**src/rtl/barrel_shifter_pkg.sv**
```systemverilog
// Shared op encoding and helpers for the pipelined barrel shifter.
// Optional flags (out_zero/out_carry) are enabled with BARREL_SHIFTER_FLAGS_EN.
package barrel_shifter_pkg;

    typedef logic [2:0] bsh_op_t;

    localparam bsh_op_t OP_SLL = 3'b000;
    localparam bsh_op_t OP_SRL = 3'b001;
    localparam bsh_op_t OP_SRA = 3'b010;
    localparam bsh_op_t OP_ROL = 3'b011;
    localparam bsh_op_t OP_ROR = 3'b100;

    function automatic logic is_right(bsh_op_t op);
        return (op == OP_SRL) || (op == OP_SRA) || (op == OP_ROR);
    endfunction

    function automatic logic is_rot(bsh_op_t op);
        return (op == OP_ROL) || (op == OP_ROR);
    endfunction

    function automatic logic is_resv(bsh_op_t op);
        return op > OP_ROR;
    endfunction

endpackage

```
**src/rtl/barrel_shifter_pipe_if.sv**
```systemverilog
// Operand/result handshake bundle of the pipelined barrel shifter.
// Flag signals exist only when BARREL_SHIFTER_FLAGS_EN is defined.
interface barrel_shifter_pipe_if
    import barrel_shifter_pkg::*;
#(
    parameter int WIDTH = 32,
    parameter int TAG_W = 4
);
    localparam int SHW = $clog2(WIDTH);

    logic             in_valid;
    logic             in_ready;
    logic [WIDTH-1:0] in_data;
    logic [SHW-1:0]   in_amt;
    bsh_op_t          in_op;
    logic [TAG_W-1:0] in_tag;
    logic             out_valid;
    logic             out_ready;
    logic [WIDTH-1:0] out_data;
    logic [TAG_W-1:0] out_tag;
`ifdef BARREL_SHIFTER_FLAGS_EN
    logic             out_zero;
    logic             out_carry;
`endif

    modport master (
        output in_valid, in_data, in_amt, in_op, in_tag, out_ready,
        input  in_ready, out_valid, out_data, out_tag
`ifdef BARREL_SHIFTER_FLAGS_EN
        , input out_zero, out_carry
`endif
    );

    modport slave (
        input  in_valid, in_data, in_amt, in_op, in_tag, out_ready,
        output in_ready, out_valid, out_data, out_tag
`ifdef BARREL_SHIFTER_FLAGS_EN
        , output out_zero, out_carry
`endif
    );

endinterface

```
**src/rtl/bsh_stage.sv**
```systemverilog
// One barrel-shifter pipeline stage: conditional shift by DIST plus
// its valid/data/op/amt/sideband register and advance logic.
module bsh_stage
    import barrel_shifter_pkg::*;
#(
    parameter  int WIDTH = 32,
    parameter  int TAG_W = 4,
    parameter  int DIST  = 1,
    localparam int SHW   = $clog2(WIDTH)
) (
    input  logic             clk,
    input  logic             rst_n,
    input  logic             flush,
    input  logic             up_valid,
    output logic             up_ready,
    input  logic [WIDTH-1:0] up_data,
    input  bsh_op_t          up_op,
    input  logic [SHW-1:0]   up_amt,
    input  logic [TAG_W-1:0] up_tag,
    output logic             dn_valid,
    input  logic             dn_ready,
    output logic [WIDTH-1:0] dn_data,
    output bsh_op_t          dn_op,
    output logic [SHW-1:0]   dn_amt,
    output logic [TAG_W-1:0] dn_tag
);
    localparam int K = $clog2(DIST);

    logic             valid_q, valid_d;
    logic [WIDTH-1:0] data_q, data_d;
    bsh_op_t          op_q, op_d;
    logic [SHW-1:0]   amt_q, amt_d;
    logic [TAG_W-1:0] tag_q, tag_d;
    logic [WIDTH-1:0] shd;
    logic             load;

    always_comb begin
        shd = up_data;
        if (up_amt[K]) begin
            unique case (up_op)
                OP_SLL:  shd = up_data << DIST;
                OP_SRL:  shd = up_data >> DIST;
                OP_SRA:  shd = $signed(up_data) >>> DIST;
                OP_ROL:  shd = (up_data << DIST) | (up_data >> (WIDTH - DIST));
                OP_ROR:  shd = (up_data >> DIST) | (up_data << (WIDTH - DIST));
                default: shd = up_data;
            endcase
        end
    end

    // Accept when empty or when the held word leaves this cycle.
    assign up_ready = !valid_q || dn_ready;
    assign load     = up_ready && up_valid;

    always_comb begin
        valid_d = valid_q;
        data_d  = data_q;
        op_d    = op_q;
        amt_d   = amt_q;
        tag_d   = tag_q;
        if (flush) begin
            valid_d = 1'b0;
        end else if (up_ready) begin
            valid_d = up_valid;
        end
        if (load) begin
            data_d = shd;
            op_d   = up_op;
            amt_d  = up_amt;
            tag_d  = up_tag;
        end
    end

    always_ff @(posedge clk or negedge rst_n) begin
        if (!rst_n) begin
            valid_q <= 1'b0;
            data_q  <= '0;
            op_q    <= OP_SLL;
            amt_q   <= '0;
            tag_q   <= '0;
        end else begin
            valid_q <= valid_d;
            data_q  <= data_d;
            op_q    <= op_d;
            amt_q   <= amt_d;
            tag_q   <= tag_d;
        end
    end

    assign dn_valid = valid_q;
    assign dn_data  = data_q;
    assign dn_op    = op_q;
    assign dn_amt   = amt_q;
    assign dn_tag   = tag_q;

endmodule

```
**src/rtl/barrel_shifter_pipe.sv**
```systemverilog
// Pipelined barrel shifter, one shift level per stage, valid/ready on both sides.
// Define BARREL_SHIFTER_FLAGS_EN to add out_zero/out_carry.
module barrel_shifter_pipe
    import barrel_shifter_pkg::*;
#(
    parameter int WIDTH = 32,
    parameter int TAG_W = 4
) (
    input  logic                 clk,
    input  logic                 rst_n,
    input  logic                 flush,
    barrel_shifter_pipe_if.slave bus
);
    localparam int SHW  = $clog2(WIDTH);
    localparam int NSTG = SHW;
`ifdef BARREL_SHIFTER_FLAGS_EN
    localparam int SB_W = TAG_W + 1;
`else
    localparam int SB_W = TAG_W;
`endif

    logic             s_valid [NSTG+1];
    logic             s_ready [NSTG+1];
    logic [WIDTH-1:0] s_data  [NSTG+1];
    bsh_op_t          s_op    [NSTG+1];
    logic [SHW-1:0]   s_amt   [NSTG+1];
    logic [SB_W-1:0]  s_sb    [NSTG+1];

    // Reserved ops pass the word through by forcing a zero shift.
    assign s_valid[0] = bus.in_valid;
    assign s_data[0]  = bus.in_data;
    assign s_op[0]    = bus.in_op;
    assign s_amt[0]   = is_resv(bus.in_op) ? '0 : bus.in_amt;

`ifdef BARREL_SHIFTER_FLAGS_EN
    logic           in_carry;
    logic [SHW-1:0] r_idx;
    logic [SHW-1:0] l_idx;

    assign r_idx = s_amt[0] - 1'b1;
    assign l_idx = SHW'(WIDTH - int'(s_amt[0]));

    // Last bit shifted out, carried alongside the tag.
    always_comb begin
        in_carry = 1'b0;
        if (!is_rot(s_op[0]) && s_amt[0] != '0) begin
            in_carry = is_right(s_op[0]) ? bus.in_data[r_idx]
                                         : bus.in_data[l_idx];
        end
    end

    assign s_sb[0] = {in_carry, bus.in_tag};
`else
    assign s_sb[0] = bus.in_tag;
`endif

    assign bus.in_ready  = s_ready[0] && !flush;
    assign s_ready[NSTG] = bus.out_ready;

    for (genvar k = 0; k < NSTG; k++) begin : g_stg
        bsh_stage #(
            .WIDTH (WIDTH),
            .TAG_W (SB_W),
            .DIST  (1 << k)
        ) u_stg (
            .clk      (clk),
            .rst_n    (rst_n),
            .flush    (flush),
            .up_valid (s_valid[k]),
            .up_ready (s_ready[k]),
            .up_data  (s_data[k]),
            .up_op    (s_op[k]),
            .up_amt   (s_amt[k]),
            .up_tag   (s_sb[k]),
            .dn_valid (s_valid[k+1]),
            .dn_ready (s_ready[k+1]),
            .dn_data  (s_data[k+1]),
            .dn_op    (s_op[k+1]),
            .dn_amt   (s_amt[k+1]),
            .dn_tag   (s_sb[k+1])
        );
    end

    assign bus.out_valid = s_valid[NSTG];
    assign bus.out_data  = s_data[NSTG];
    assign bus.out_tag   = s_sb[NSTG][TAG_W-1:0];

`ifdef BARREL_SHIFTER_FLAGS_EN
    // Qualified by valid so both flags read 0 out of reset.
    assign bus.out_zero  = bus.out_valid && (bus.out_data == '0);
    assign bus.out_carry = s_sb[NSTG][TAG_W];
`endif

    logic unused_tail;
    assign unused_tail = ^{s_op[NSTG], s_amt[NSTG]};

endmodule
```
**src/flat_wrapper.sv**
```systemverilog
// flat-port wrapper written by rule: the top's interface ports become plain ports
module barrel_shifter_pipe_flat import barrel_shifter_pkg::*;
#(
    parameter int WIDTH = 32,
    parameter int TAG_W = 4
)
  (clk, rst_n, flush, bus_in_valid, bus_in_data, bus_in_amt, bus_in_op, bus_in_tag, bus_out_ready, bus_in_ready, bus_out_valid, bus_out_data, bus_out_tag);
  barrel_shifter_pipe_if #(.WIDTH(WIDTH), .TAG_W(TAG_W)) bus_i ();
  input  logic clk;
  input  logic rst_n;
  input  logic flush;
  input wire logic [$bits(bus_i.in_valid)-1:0] bus_in_valid;
  input wire logic [$bits(bus_i.in_data)-1:0] bus_in_data;
  input wire logic [$bits(bus_i.in_amt)-1:0] bus_in_amt;
  input wire logic [$bits(bus_i.in_op)-1:0] bus_in_op;
  input wire logic [$bits(bus_i.in_tag)-1:0] bus_in_tag;
  input wire logic [$bits(bus_i.out_ready)-1:0] bus_out_ready;
  output wire logic [$bits(bus_i.in_ready)-1:0] bus_in_ready;
  output wire logic [$bits(bus_i.out_valid)-1:0] bus_out_valid;
  output wire logic [$bits(bus_i.out_data)-1:0] bus_out_data;
  output wire logic [$bits(bus_i.out_tag)-1:0] bus_out_tag;
  assign bus_i.in_valid = bus_in_valid;
  assign bus_i.in_data = bus_in_data;
  assign bus_i.in_amt = bus_in_amt;
  assign bus_i.in_op = bus_in_op;
  assign bus_i.in_tag = bus_in_tag;
  assign bus_i.out_ready = bus_out_ready;
  assign bus_in_ready = bus_i.in_ready;
  assign bus_out_valid = bus_i.out_valid;
  assign bus_out_data = bus_i.out_data;
  assign bus_out_tag = bus_i.out_tag;
  barrel_shifter_pipe #(.WIDTH(WIDTH), .TAG_W(TAG_W)) u_core (.clk(clk), .rst_n(rst_n), .flush(flush), .bus(bus_i));
endmodule
```
**config.mk**
```make
export PLATFORM = sky130hd
export DESIGN_NAME = barrel_shifter_pipe_flat
export DESIGN_NICKNAME = d
export VERILOG_FILES = /design/src/rtl/barrel_shifter_pkg.sv /design/src/rtl/barrel_shifter_pipe_if.sv /design/src/rtl/bsh_stage.sv /design/src/rtl/barrel_shifter_pipe.sv /design/src/flat_wrapper.sv
export SDC_FILE = /design/constraint.sdc
export NUM_CORES = 1
export LEC_CHECK = 0
export CAP_MARGIN = 20
export CORE_MARGIN = 5
export CORE_UTILIZATION = 23
export DETAILED_ROUTE_END_ITERATION = 7
export PLACE_DENSITY = 0.45
export SYNTH_ARGS = -nofsm -noshare
export SYNTH_HDL_FRONTEND = slang
export SYNTH_SLANG_ARGS = --single-unit
export TNS_END_PERCENT = 30
```
**constraint.sdc**
```tcl
create_clock -name clk -period 2.8 [get_ports clk]
set_input_delay 0.56 -clock clk [delete_from_list [all_inputs] [get_ports clk]]
set_output_delay 0.56 -clock clk [all_outputs]
set_load 0.02 [all_outputs]
```
==> load_flow_metrics.sql <==
INSERT INTO impl_metrics (metric_group, metric, value, unit) VALUES
('outcome', 'status', 'complete, but fails checks', ''),
('outcome', 'failing_checks', 'DRC, hold timing', ''),
('cts', 'ctsHtreeMaxLevel', '1', ''),
('worst_hold_path', 'holdCritPathClass', 'in -> async', ''),
('placed_design', 'placedInstanceArea', '0.0155', 'sq mm'),
('setup_path', 'wp_buf_inv', '3', ''),
('placed_design', 'placement.io_buffers', '86', ''),
('setup_path', 'critPathCaptureType', 'primary output', ''),
('global_route', 'global_route.usage.met3', '1.80', '%'),
('floorplanning', 'design.core.area', '0.0600', 'sq mm'),
('cts', 'max-clock-path-buffers', '3', ''),
('setup_path', 'cp.depth', '5', ''),
('setup_path', 'family_with_the_most_delay_on_the_worst_path', 'buffers and inverters', ''),
('global_route', 'globalRoute.totalOverflow', '0', ''),
('timing', 'slew-limit-headroom', '41.5', '%'),
('final_layout', 'utilization', '27.3', '%'),
('final_layout', 'multiInputGateArea', '0.00771', 'sq mm'),
('global_route', 'global_route.peak_usage_layer', 'met2', ''),
('timing', 'hold_violations', '6', ''),
('final_layout', 'area_delta_synth_final', '18.3', '%'),
('routing', 'drc', '1', ''),
('cts', 'cts.sinks', '207', ''),
('floorplanning', 'design.die.area', '0.0652', 'sq mm'),
('routing', 'route.detailed.wl_per_inst', '17.9', 'microns'),
('routing', 'drtIter0Drc', '955', ''),
('cts', 'clkSlewWorstSetupHoldPaths', '0.06', 'ns'),
('placed_design', 'gpl.final_weighted_congestion', '0.821', ''),
('power_and_ir_drop', 'power.static_leakage', '0.00669', 'uW'),
('global_route', 'grt_pass1_wl', '70.3', 'mm'),
('timing', 'timing.hold.ws', '-0.00676', 'ns'),
('final_layout', 'antenna-diode-count', '0', ''),
('cts', 'post_cts_hold_buffer_count', '0', ''),
('setup_path', 'critical_path_peak_fanout', '4', ''),
('logic_synthesis', 'ys_seq_area_share', '37.4', '%'),
('setup_path', 'slowest_stage', 'clkdlybuf4s50_1', ''),
('placed_design', 'hpwlAfterDp', '31.0', 'mm'),
('power_and_ir_drop', 'pwr_density_cell', '741', 'mW/mm^2'),
('global_route', 'grt_use_met2', '20.4', '%'),
('cts', 'clkLatencyLatePin', '0.55', 'ns'),
('job', 'max_capacitance_violation_count', '0', ''),
('cts', 'cts_buffers', '26', ''),
('setup_path', 'worst-r2r-setup-slack', '0.71', 'ns'),
('timing', 'slew_violations', '0', ''),
('setup_path', 'arrival', '1.83', 'ns'),
('timing', 'timing.fmax', '418', 'MHz'),
('cts', 'cts_tree', 'built', ''),
('logic_synthesis', 'synth_enable_flop_cells', '0', ''),
('logic_synthesis', 'postSynthRegisterBits', '207', ''),
('cts', 'post_cts.repair.setup_buffers', '0', ''),
('logic_synthesis', 'synth_top_area_share', '37.4', '%'),
('logic_synthesis', 'postSynth.topFlopCell', 'dfrtp_1', ''),
('logic_synthesis', 'netlist_area', '0.0138', 'sq mm'),
('final_layout', 'area.sequential', '0.00518', 'sq mm'),
('power_and_ir_drop', 'power.ir.vdd_worst', '0.400', 'mV'),
('timing', 'tightest_slew', '0.874', 'ns'),
('global_route', 'maximum_number_of_pins_on_one_net_before_global_route_repair', '79', ''),
('global_route', 'first_global_vias', '12100', ''),
('final_layout', 'post_layout_nets', '1702', ''),
('floorplanning', 'floorplan.die.width', '255', 'microns'),
('timing', 'timing.final.crit_share', '85.4', '%'),
('setup_path', 'kind_of_start_point_of_the_critical_path', 'primary input', ''),
('final_layout', 'filler_cell_count', '6469', ''),
('timing', 'min_period', '2.39', 'ns'),
('global_route', 'initial_antenna_violation_count', '0', ''),
('timing', 'setup_violations', '0', ''),
('floorplanning', 'top_level_ports', '87', ''),
('logic_synthesis', 'yosys_warnings', '0', ''),
('cts', 'cts-root-buf', 'clkbuf_16', ''),
('floorplanning', 'initial_core_util', '23.1', '%'),
('timing', 'finClkSkew', '0.0140', 'ns'),
('floorplanning', 'fp.dieH', '255', 'microns');
## sequential cells by signal, indices dropped and copies added, names as in the netlist
signal	flops
u_core.g_stg.u_stg.dn_data	160
u_core.g_stg.u_stg.dn_tag	20
u_core.g_stg.u_stg.dn_op	12
u_core.g_stg.u_stg.dn_valid	5
u_core.g_stg.u_stg.dn_amt	10
## worst reg2reg max path, cell delays in order, from the launching register on
cell,delay [ns]
dfrtp_1,0.57
or2_1,0.45
a21boi_4,0.62
o221ai_1,0.23
o21ai_1,0.15
## layer usage
metal,share of wire (%),wire length (microns)
met1,48,20900
met2,46,20000
met3,4.6,2040
met4,2.2,977
met5,0,0
## through the flow
step	cells	power (uW)	setup TNS (ns)	hold WS [ns]
3_5_place_dp	2407	8610	0	0.461
3_3_place_gp	2407	8520	-0.00977	0.457
2_1_floorplan	1632	7090	0	0.264
4_1_cts	2453	12300	0	0.00303
6_report	2453	12100	0	-0.00676
5_1_grt	2453	12900	0	0.0169
## path summary, 6_finish.rpt
check / startpoint / to
max: bus_out_ready / bus_in_ready
min: rst_n / u_core.g_stg[4].u_stg.dn_valid
max reg2reg: u_core.g_stg[1].u_stg.dn_op[1] / u_core.g_stg[2].u_stg.dn_data[9]
min reg2reg: u_core.g_stg[2].u_stg.dn_tag[0] / u_core.g_stg[3].u_stg.dn_tag[0]
max in group asynchronous: rst_n / u_core.g_stg[4].u_stg.dn_data[8]
min in group clk: u_core.g_stg[2].u_stg.dn_tag[0] / u_core.g_stg[3].u_stg.dn_tag[0]
## cell type report
type	count	share of cell area [%]
multi-input cells	1228	47.1
flip-flops and latches	207	31.6
repair buffers	151	8.87
well taps	782	5.97
clock buffers	37	4.66
inverters	39	0.894
clock inverters	9	0.886
## what timing repair did
action / CTS / global route
resized for setup: 0 / 1
endpoints found under the hold margin: 0 / 0
setup endpoints to repair: 0 / 1
## power breakdown
group | total [uW] | switching, uW | internal (uW)
clock network | 3590 | 1340 | 2250
registers | 4760 | 1070 | 3680
logic | 3780 | 2030 | 1750
## cell families after synthesis
kind of cell	after synthesis	share of synthesized area, %
and+or+nand+nor	544	17.9
AOI/OAI and AO/OA	560	28.2
DFF	207	37.4
xor gates and xnor gates	4	0.470
muxes	112	8.24
adders and majority gates	8	0.578
buffers and inverters	197	7.21
## placed cells by master (no fill, tap or decap), types with 26 or more instances in the layout
| cell | n |
|---|---|
| a22o_1 | 51 |
| clkdlybuf4s50_1 | 83 |
| o221ai_1 | 30 |
| o21ai_0 | 120 |
| o211ai_1 | 32 |
| nand2_1 | 303 |
| dfrtp_1 | 206 |
| nand2b_1 | 33 |
| mux2i_1 | 96 |
| clkbuf_16 | 27 |
| o21a_1 | 32 |
| o21ai_1 | 77 |
| a22oi_1 | 26 |
| inv_1 | 38 |
| buf_4 | 58 |
| a32oi_1 | 30 |
| a21oi_1 | 51 |
| nor2_1 | 90 |
Note: power is estimated with default switching activity, not from simulation.
